$ cat src/rtl/vga_timing_pkg.sv
// Shared VGA timing constants: 640x480@60 defaults, a 1024x768@60 preset,
// sync polarity codes, the raster state type and a width helper.
package vga_timing_pkg;

  typedef enum logic {
    ST_PREROLL = 1'b0,
    ST_RUN     = 1'b1
  } vga_state_t;

  localparam bit SYNC_ACTIVE_LOW  = 1'b0;
  localparam bit SYNC_ACTIVE_HIGH = 1'b1;

  // 640x480@60, 25.175 MHz pixel clock, 800x525 totals
  localparam int VGA640_H_VISIBLE = 640;
  localparam int VGA640_H_FRONT   = 16;
  localparam int VGA640_H_SYNC    = 96;
  localparam int VGA640_H_BACK    = 48;
  localparam int VGA640_V_VISIBLE = 480;
  localparam int VGA640_V_FRONT   = 10;
  localparam int VGA640_V_SYNC    = 2;
  localparam int VGA640_V_BACK    = 33;
  localparam int VGA640_H_TOTAL   = VGA640_H_VISIBLE + VGA640_H_FRONT + VGA640_H_SYNC + VGA640_H_BACK;
  localparam int VGA640_V_TOTAL   = VGA640_V_VISIBLE + VGA640_V_FRONT + VGA640_V_SYNC + VGA640_V_BACK;
  localparam bit VGA640_HSYNC_POL = SYNC_ACTIVE_LOW;
  localparam bit VGA640_VSYNC_POL = SYNC_ACTIVE_LOW;

  // 1024x768@60, 65 MHz pixel clock, 1344x806 totals
  localparam int XGA1024_H_VISIBLE = 1024;
  localparam int XGA1024_H_FRONT   = 24;
  localparam int XGA1024_H_SYNC    = 136;
  localparam int XGA1024_H_BACK    = 160;
  localparam int XGA1024_V_VISIBLE = 768;
  localparam int XGA1024_V_FRONT   = 3;
  localparam int XGA1024_V_SYNC    = 6;
  localparam int XGA1024_V_BACK    = 29;
  localparam int XGA1024_H_TOTAL   = XGA1024_H_VISIBLE + XGA1024_H_FRONT + XGA1024_H_SYNC + XGA1024_H_BACK;
  localparam int XGA1024_V_TOTAL   = XGA1024_V_VISIBLE + XGA1024_V_FRONT + XGA1024_V_SYNC + XGA1024_V_BACK;
  localparam bit XGA1024_HSYNC_POL = SYNC_ACTIVE_LOW;
  localparam bit XGA1024_VSYNC_POL = SYNC_ACTIVE_LOW;

  // Bits needed to hold 0..v-1, never less than one (so CLK_DIV=1 still gets a register).
  function automatic int bits_for(input int v);
    int b;
    b = 1;
    while ((1 << b) < v) b++;
    return b;
  endfunction

endpackage

$ cat src/rtl/vga_axis_counter.sv
// One raster axis: modulo position counter whose sync and visible flags are
// computed from the next position, so all three registers always agree.
module vga_axis_counter
  import vga_timing_pkg::*;
#(
  parameter int VISIBLE = 640,
  parameter int FRONT   = 16,
  parameter int SYNC    = 96,
  parameter int BACK    = 48,
  parameter bit POL     = 1'b0,
  parameter int W       = $clog2(VISIBLE + FRONT + SYNC + BACK)
) (
  input  logic         clk,
  input  logic         rst_n,
  input  logic         clr,
  input  logic         load_zero,
  input  logic         step,
  output logic [W-1:0] pos,
  output logic         sync,
  output logic         active,
  output logic         at_last
);

  localparam int TOTAL = VISIBLE + FRONT + SYNC + BACK;
  localparam logic [W-1:0] LAST       = W'(TOTAL - 1);
  localparam logic [W:0]   VIS_END    = (W+1)'(VISIBLE);
  localparam logic [W:0]   SYNC_START = (W+1)'(VISIBLE + FRONT);
  localparam logic [W:0]   SYNC_END   = (W+1)'(VISIBLE + FRONT + SYNC);

  logic [W-1:0] pos_reg;
  logic [W-1:0] pos_next;
  logic         sync_reg;
  logic         sync_next;
  logic         active_reg;
  logic         active_next;
  logic         upd;

  assign at_last = (pos_reg == LAST);
  assign upd     = load_zero | step;

  always_comb begin
    pos_next = pos_reg;
    if (load_zero) begin
      pos_next = '0;
    end else if (step) begin
      pos_next = at_last ? '0 : pos_reg + W'(1);
    end
    // Window compares are one bit wider so a window ending at TOTAL cannot overflow.
    active_next = ({1'b0, pos_next} < VIS_END);
    sync_next   = (({1'b0, pos_next} >= SYNC_START) && ({1'b0, pos_next} < SYNC_END)) ? POL : ~POL;
  end

  always_ff @(posedge clk or negedge rst_n) begin
    if (!rst_n) begin
      pos_reg    <= '0;
      sync_reg   <= ~POL;
      active_reg <= 1'b0;
    end else if (clr) begin
      pos_reg    <= '0;
      sync_reg   <= ~POL;
      active_reg <= 1'b0;
    end else if (upd) begin
      pos_reg    <= pos_next;
      sync_reg   <= sync_next;
      active_reg <= active_next;
    end
  end

  assign pos    = pos_reg;
  assign sync   = sync_reg;
  assign active = active_reg;

endmodule

$ cat src/rtl/vga_timing_gen.sv
// Parametrised VGA raster timing generator with pixel prescaler, enable freeze,
// synchronous restart to pre-roll and a completed-frame counter.
module vga_timing_gen
  import vga_timing_pkg::*;
#(
  parameter int H_VISIBLE = VGA640_H_VISIBLE,
  parameter int H_FRONT   = VGA640_H_FRONT,
  parameter int H_SYNC    = VGA640_H_SYNC,
  parameter int H_BACK    = VGA640_H_BACK,
  parameter int V_VISIBLE = VGA640_V_VISIBLE,
  parameter int V_FRONT   = VGA640_V_FRONT,
  parameter int V_SYNC    = VGA640_V_SYNC,
  parameter int V_BACK    = VGA640_V_BACK,
  parameter bit HSYNC_POL = VGA640_HSYNC_POL,
  parameter bit VSYNC_POL = VGA640_VSYNC_POL,
  parameter int CLK_DIV   = 1,
  parameter int FC_W      = 8,
  localparam int H_TOTAL  = H_VISIBLE + H_FRONT + H_SYNC + H_BACK,
  localparam int V_TOTAL  = V_VISIBLE + V_FRONT + V_SYNC + V_BACK,
  localparam int H_W      = $clog2(H_TOTAL),
  localparam int V_W      = $clog2(V_TOTAL)
) (
  input  logic            clk,
  input  logic            rst_n,
  input  logic            ena,
  input  logic            restart,
  output logic [H_W-1:0]  hpos,
  output logic [V_W-1:0]  vpos,
  output logic            hsync,
  output logic            vsync,
  output logic            visible,
  output logic            line_start,
  output logic            frame_start,
  output logic [FC_W-1:0] frame_count
);

  localparam int P_W = bits_for(CLK_DIV);
  localparam logic [P_W-1:0] PRESC_LAST = P_W'(CLK_DIV - 1);

  vga_state_t      state_reg;
  vga_state_t      state_next;
  logic [P_W-1:0]  presc_reg;
  logic            tick;
  logic            h_load;
  logic            h_step;
  logic            v_step;
  logic            h_last;
  logic            v_last;
  logic            h_active;
  logic            v_active;
  logic            line_start_reg;
  logic            line_start_next;
  logic            frame_start_reg;
  logic            frame_start_next;
  logic            fc_inc;
  logic [FC_W-1:0] frame_count_reg;

  assign tick = ena && (presc_reg == PRESC_LAST);

  always_ff @(posedge clk or negedge rst_n) begin
    if (!rst_n) begin
      presc_reg <= '0;
    end else if (restart) begin
      presc_reg <= '0;
    end else if (ena) begin
      presc_reg <= tick ? '0 : presc_reg + P_W'(1);
    end
  end

  always_ff @(posedge clk or negedge rst_n) begin
    if (!rst_n) begin
      state_reg <= ST_PREROLL;
    end else begin
      state_reg <= state_next;
    end
  end

  always_comb begin
    state_next       = state_reg;
    h_load           = 1'b0;
    h_step           = 1'b0;
    v_step           = 1'b0;
    line_start_next  = 1'b0;
    frame_start_next = 1'b0;
    fc_inc           = 1'b0;
    case (state_reg)
      ST_PREROLL: begin
        if (tick) begin
          state_next       = ST_RUN;
          h_load           = 1'b1;
          line_start_next  = 1'b1;
          frame_start_next = 1'b1;
        end
      end
      ST_RUN: begin
        if (tick) begin
          h_step           = 1'b1;
          v_step           = h_last;
          line_start_next  = h_last;
          frame_start_next = h_last && v_last;
          fc_inc           = h_last && v_last;
        end
      end
      default: state_next = ST_PREROLL;
    endcase
    // Restart overrides any tick arriving in the same cycle.
    if (restart) begin
      state_next       = ST_PREROLL;
      h_load           = 1'b0;
      h_step           = 1'b0;
      v_step           = 1'b0;
      line_start_next  = 1'b0;
      frame_start_next = 1'b0;
      fc_inc           = 1'b0;
    end
  end

  vga_axis_counter #(
    .VISIBLE (H_VISIBLE),
    .FRONT   (H_FRONT),
    .SYNC    (H_SYNC),
    .BACK    (H_BACK),
    .POL     (HSYNC_POL),
    .W       (H_W)
  ) u_h_axis (
    .clk       (clk),
    .rst_n     (rst_n),
    .clr       (restart),
    .load_zero (h_load),
    .step      (h_step),
    .pos       (hpos),
    .sync      (hsync),
    .active    (h_active),
    .at_last   (h_last)
  );

  vga_axis_counter #(
    .VISIBLE (V_VISIBLE),
    .FRONT   (V_FRONT),
    .SYNC    (V_SYNC),
    .BACK    (V_BACK),
    .POL     (VSYNC_POL),
    .W       (V_W)
  ) u_v_axis (
    .clk       (clk),
    .rst_n     (rst_n),
    .clr       (restart),
    .load_zero (h_load),
    .step      (v_step),
    .pos       (vpos),
    .sync      (vsync),
    .active    (v_active),
    .at_last   (v_last)
  );

  // Strobes are rewritten every clk so they never outlast a single cycle.
  always_ff @(posedge clk or negedge rst_n) begin
    if (!rst_n) begin
      line_start_reg  <= 1'b0;
      frame_start_reg <= 1'b0;
      frame_count_reg <= '0;
    end else begin
      line_start_reg  <= line_start_next;
      frame_start_reg <= frame_start_next;
      if (restart) begin
        frame_count_reg <= '0;
      end else if (fc_inc) begin
        frame_count_reg <= frame_count_reg + FC_W'(1);
      end
    end
  end

  assign visible     = h_active & v_active;
  assign line_start  = line_start_reg;
  assign frame_start = frame_start_reg;
  assign frame_count = frame_count_reg;

endmodule

$ cat config.mk
export PLATFORM = sky130hd
export DESIGN_NAME = vga_timing_gen
export DESIGN_NICKNAME = d
export VERILOG_FILES = /design/src/rtl/vga_timing_pkg.sv /design/src/rtl/vga_axis_counter.sv /design/src/rtl/vga_timing_gen.sv
export SDC_FILE = /design/constraint.sdc
export NUM_CORES = 1
export LEC_CHECK = 0
export ABC_AREA = 1
export BUFFER_PORTS_ARGS = -buffer_cell sky130_fd_sc_hd__buf_2
export CELL_PAD_IN_SITES_DETAIL_PLACEMENT = 0
export CELL_PAD_IN_SITES_GLOBAL_PLACEMENT = 1
export CORE_ASPECT_RATIO = 0.7
export CORE_MARGIN = 10
export CORE_UTILIZATION = 35
export CTS_CLUSTER_DIAMETER = 200
export DETAILED_ROUTE_END_ITERATION = 6
export GPL_ROUTABILITY_DRIVEN = 0
export PLACE_DENSITY = 0.74
export SLEW_MARGIN = 5
export SYNTH_ARGS = -nofsm -noshare
export SYNTH_HDL_FRONTEND = slang
export SYNTH_SLANG_ARGS = --single-unit
$ cat constraint.sdc
create_clock -name clk -period 4.3 [get_ports clk]
set_input_delay 0.86 -clock clk [delete_from_list [all_inputs] [get_ports clk]]
set_output_delay 0.86 -clock clk [all_outputs]
set_load 0.01 [all_outputs]
==> impl_metrics.toml <==
[run_status]
run_status = "completed"

[critical_path]
cp-end-kind = "register"
slowest_delay_ns = 0.45
r2r-end = "u_v_axis.sync"
crit_type = "primary input to register"
rrSetupSlack_ns = 2.36
worst-path-max-fanout = 26
critPathMostFrequentCell = "nor2_1"
buf_inv_stages_crit_path = 1
critical_path.top_delay_family = "simple AND/OR/NAND/NOR gates"
worst_ep_arrival_time_ns = 2.54
worst_setup_path_start_kind = "primary input"
slowest_stage = "nor2_4"
start_of_the_worst_register_to_register_path = "presc_reg"
required_time_worst_endpoint_ns = 4.52
reg2reg_depth = 12
cp_num_cells = 11
timing.critical_path.cells = "buf_2, nor2_4, nand2_2, nor2_4, nand3_1, nand2_1, nor2_1, nor2_1, nand2_1, nor2_1, nor2_1"

[timing]
grt_setup_unrepaired = "false"
final_critical_path_setup_slack_ns = 1.99
final_setup_fails = 0
worst_slew_margin_rel = 0.431
achievable-frequency_mhz = 432
timing_worst_slew_pin_value_ns = 0.853
timing_hold_violations_final = 0
final_worst_path_period_share = 0.538
finClkSkew_ns = 0.00562
finalSetupTns_ns = 0
period_minus_slack_ns = 2.31
slew_limit_fails = 0

[pwr]
seq_power_share = 0.481
design_power_total_uw = 718
pwr-share-comb = 0.060
power.ir.vdd_worst_mv = 0.119
share_clk_of_total_power = 0.459
leakage_component_of_the_power_uw = 0.00142
p_switching_uw = 162
switching_share = 0.225
pwr_density_cell_mw_per_mm2 = 264
internal_power_uw = 556

[synth]
synth.cell_area_mm2 = 0.00232
synth_edf_count = 0
syn_nets = 308
synth_flop_cell = "dfrtp_1"
async_reset_ff_frac = 1.00
postSynthRegisterBits = 36
synth_cells = 300
synth_seq_area_share = 0.389
average_footprint_of_a_synthesized_cell_um2 = 7.74
distinct_cells_synth = 38
synth.yosys.warnings = 0

[placement]
placed_cells = 423
io_buffers = 36
place_ws_ns = 1.68
dpl.hpwl_um = 4730

[min_path]
hold-path-endpoint = "u_h_axis.active"
timing.hold.worst.class = "register to register"
hold_path_depth = 2
hold_path_startpoint = "u_h_axis.active"

[floorplan]
io-pin-count = 37
die-height_um = 88.1
die-width_um = 117
rows = 24
core_area_mm2 = 0.00634
start_util = 0.366
die_area_mm2 = 0.0103

[drt]
antenna_left = 0
drt_iter0_markers = 127
firstDrtPassIters = 4
via_count = 2036
routedWlPerCell_um = 14.4
post-route-drc-count = 0
viasPerCell = 4.72
drt_wl_total_um = 6220

[clock_network]
htree_levels = 2
post-cts-setup-buffers = 0
clk_root_buffer_cell = "clkbuf_8"
tritoncts = "built"
clk_pin_slew_ns = 0.08
clk_path_buf_depth = 2
holdBufCountCts = 0
post_cts_resize_count = 0
cts.sink_count = 36
cts_buffers = 5
clkLatencyLatePin_ns = 0.29

[global_route]
gr-usage-all-layers = 0.125
initial_antenna_violation_count = 0
grt_pass1_vias = 2033
grt_max_degree = 37
grt_first_pass_wirelength_um = 10700
grt_overflow_total = 0

[final_layout]
antennaDiodeCount = 0
stdcell_count = 431
mostFrequentLayoutCells = "65 x nand2_1, 40 x inv_1, 36 x buf_2"
nNetsFinal = 347
layout.cells.most_common = "nand2_1"
layout-drive-gt1-share = 0.244
area_growth_pct = 17.1
filler_cell_count = 670

[run]
count_of_max_cap_constraint_violations = 0
layer usage:
layer  part of all wire  track usage  up-vias  routed length (um)
met5                  0            0        -                   0
li1                   -            -     1049                   -
met3              0.060       0.0334        2                 373
met1               0.51        0.175      933                3170
met4             0.0027       0.0294        0                  17
met2               0.43        0.188       52                2660
through the flow:
step / area, um2 / hold slack [ns] / util
2_1_floorplan: 2320 / 0.449 / -
3_3_place_gp: 2590 / 0.474 / 0.409
3_5_place_dp: 2590 / 0.478 / 0.409
4_1_cts: 2720 / 0.499 / 0.429
5_1_grt: 2720 / 0.533 / 0.429
6_report: 2720 / 0.492 / 0.429
cells by family (layout without fill, tap and decap cells):
kind of cell | Yosys count | count (layout) | share of synthesized area
and+or+nand+nor | 181 | 181 | 0.415
buffers and inverters | 52 | 92 | 0.0873
DFF | 36 | 36 | 0.389
AOI/OAI and AO/OA | 22 | 22 | 0.0679
xor gates and xnor gates | 5 | 5 | 0.0189
adders and majority gates | 4 | 4 | 0.0216
area by class of cell:
class	instances	area (um2)	share of cell area
inverter	48	180	0.0663
timing repair buffer	36	180	0.0663
clock inverter	1	30.0	0.0110
multi-input combinational	212	1210	0.447
sequential	36	903	0.332
clock buffer	7	96.3	0.0354
tap	91	114	0.0419
Yosys cell counts, types with 4 or more instances:
library cell | n | share of area
nor3_1 | 15 | 0.032
nand2_4 | 4 | 0.019
a21oi_1 | 4 | 0.0086
xor2_1 | 4 | 0.015
o31ai_1 | 4 | 0.013
nor2_1 | 35 | 0.057
dfrtp_1 | 34 | 0.37
o21ai_0 | 4 | 0.0086
nand2_2 | 5 | 0.013
inv_1 | 40 | 0.065
nand2_1 | 65 | 0.11
nand3_2 | 6 | 0.026
ha_1 | 4 | 0.022
nand4_1 | 11 | 0.030
nand3_1 | 21 | 0.045
inv_2 | 6 | 0.0097
nor2_4 | 8 | 0.039
tightest hold or removal path, delay by kind of cell (launching register included):
kind / cells / cell delay [ns]
flops: 1 / 0.35
simple gates: 2 / 0.12
power groups by stage:
stage / logic [uW] / clock network (uW) / registers (uW)
global placement: 43.2 / 0 / 352
finish: 42.7 / 330 / 346
CTS: 43.9 / 341 / 346
floorplan: 25.5 / 0 / 352
global route: 48.7 / 360 / 346
detailed placement: 43.7 / 0 / 352
worst max path at each step:
stage	startpoint	endpoint	slack, ns
floorplan	restart	u_h_axis.active	2.27
global placement	restart	u_v_axis.active	1.76
detailed placement	restart	u_v_axis.sync	1.68
CTS	restart	u_v_axis.sync	1.99
global route	restart	u_v_axis.sync	1.79
finish	restart	u_v_axis.sync	1.99
Power figures use the tool's default switching activity.
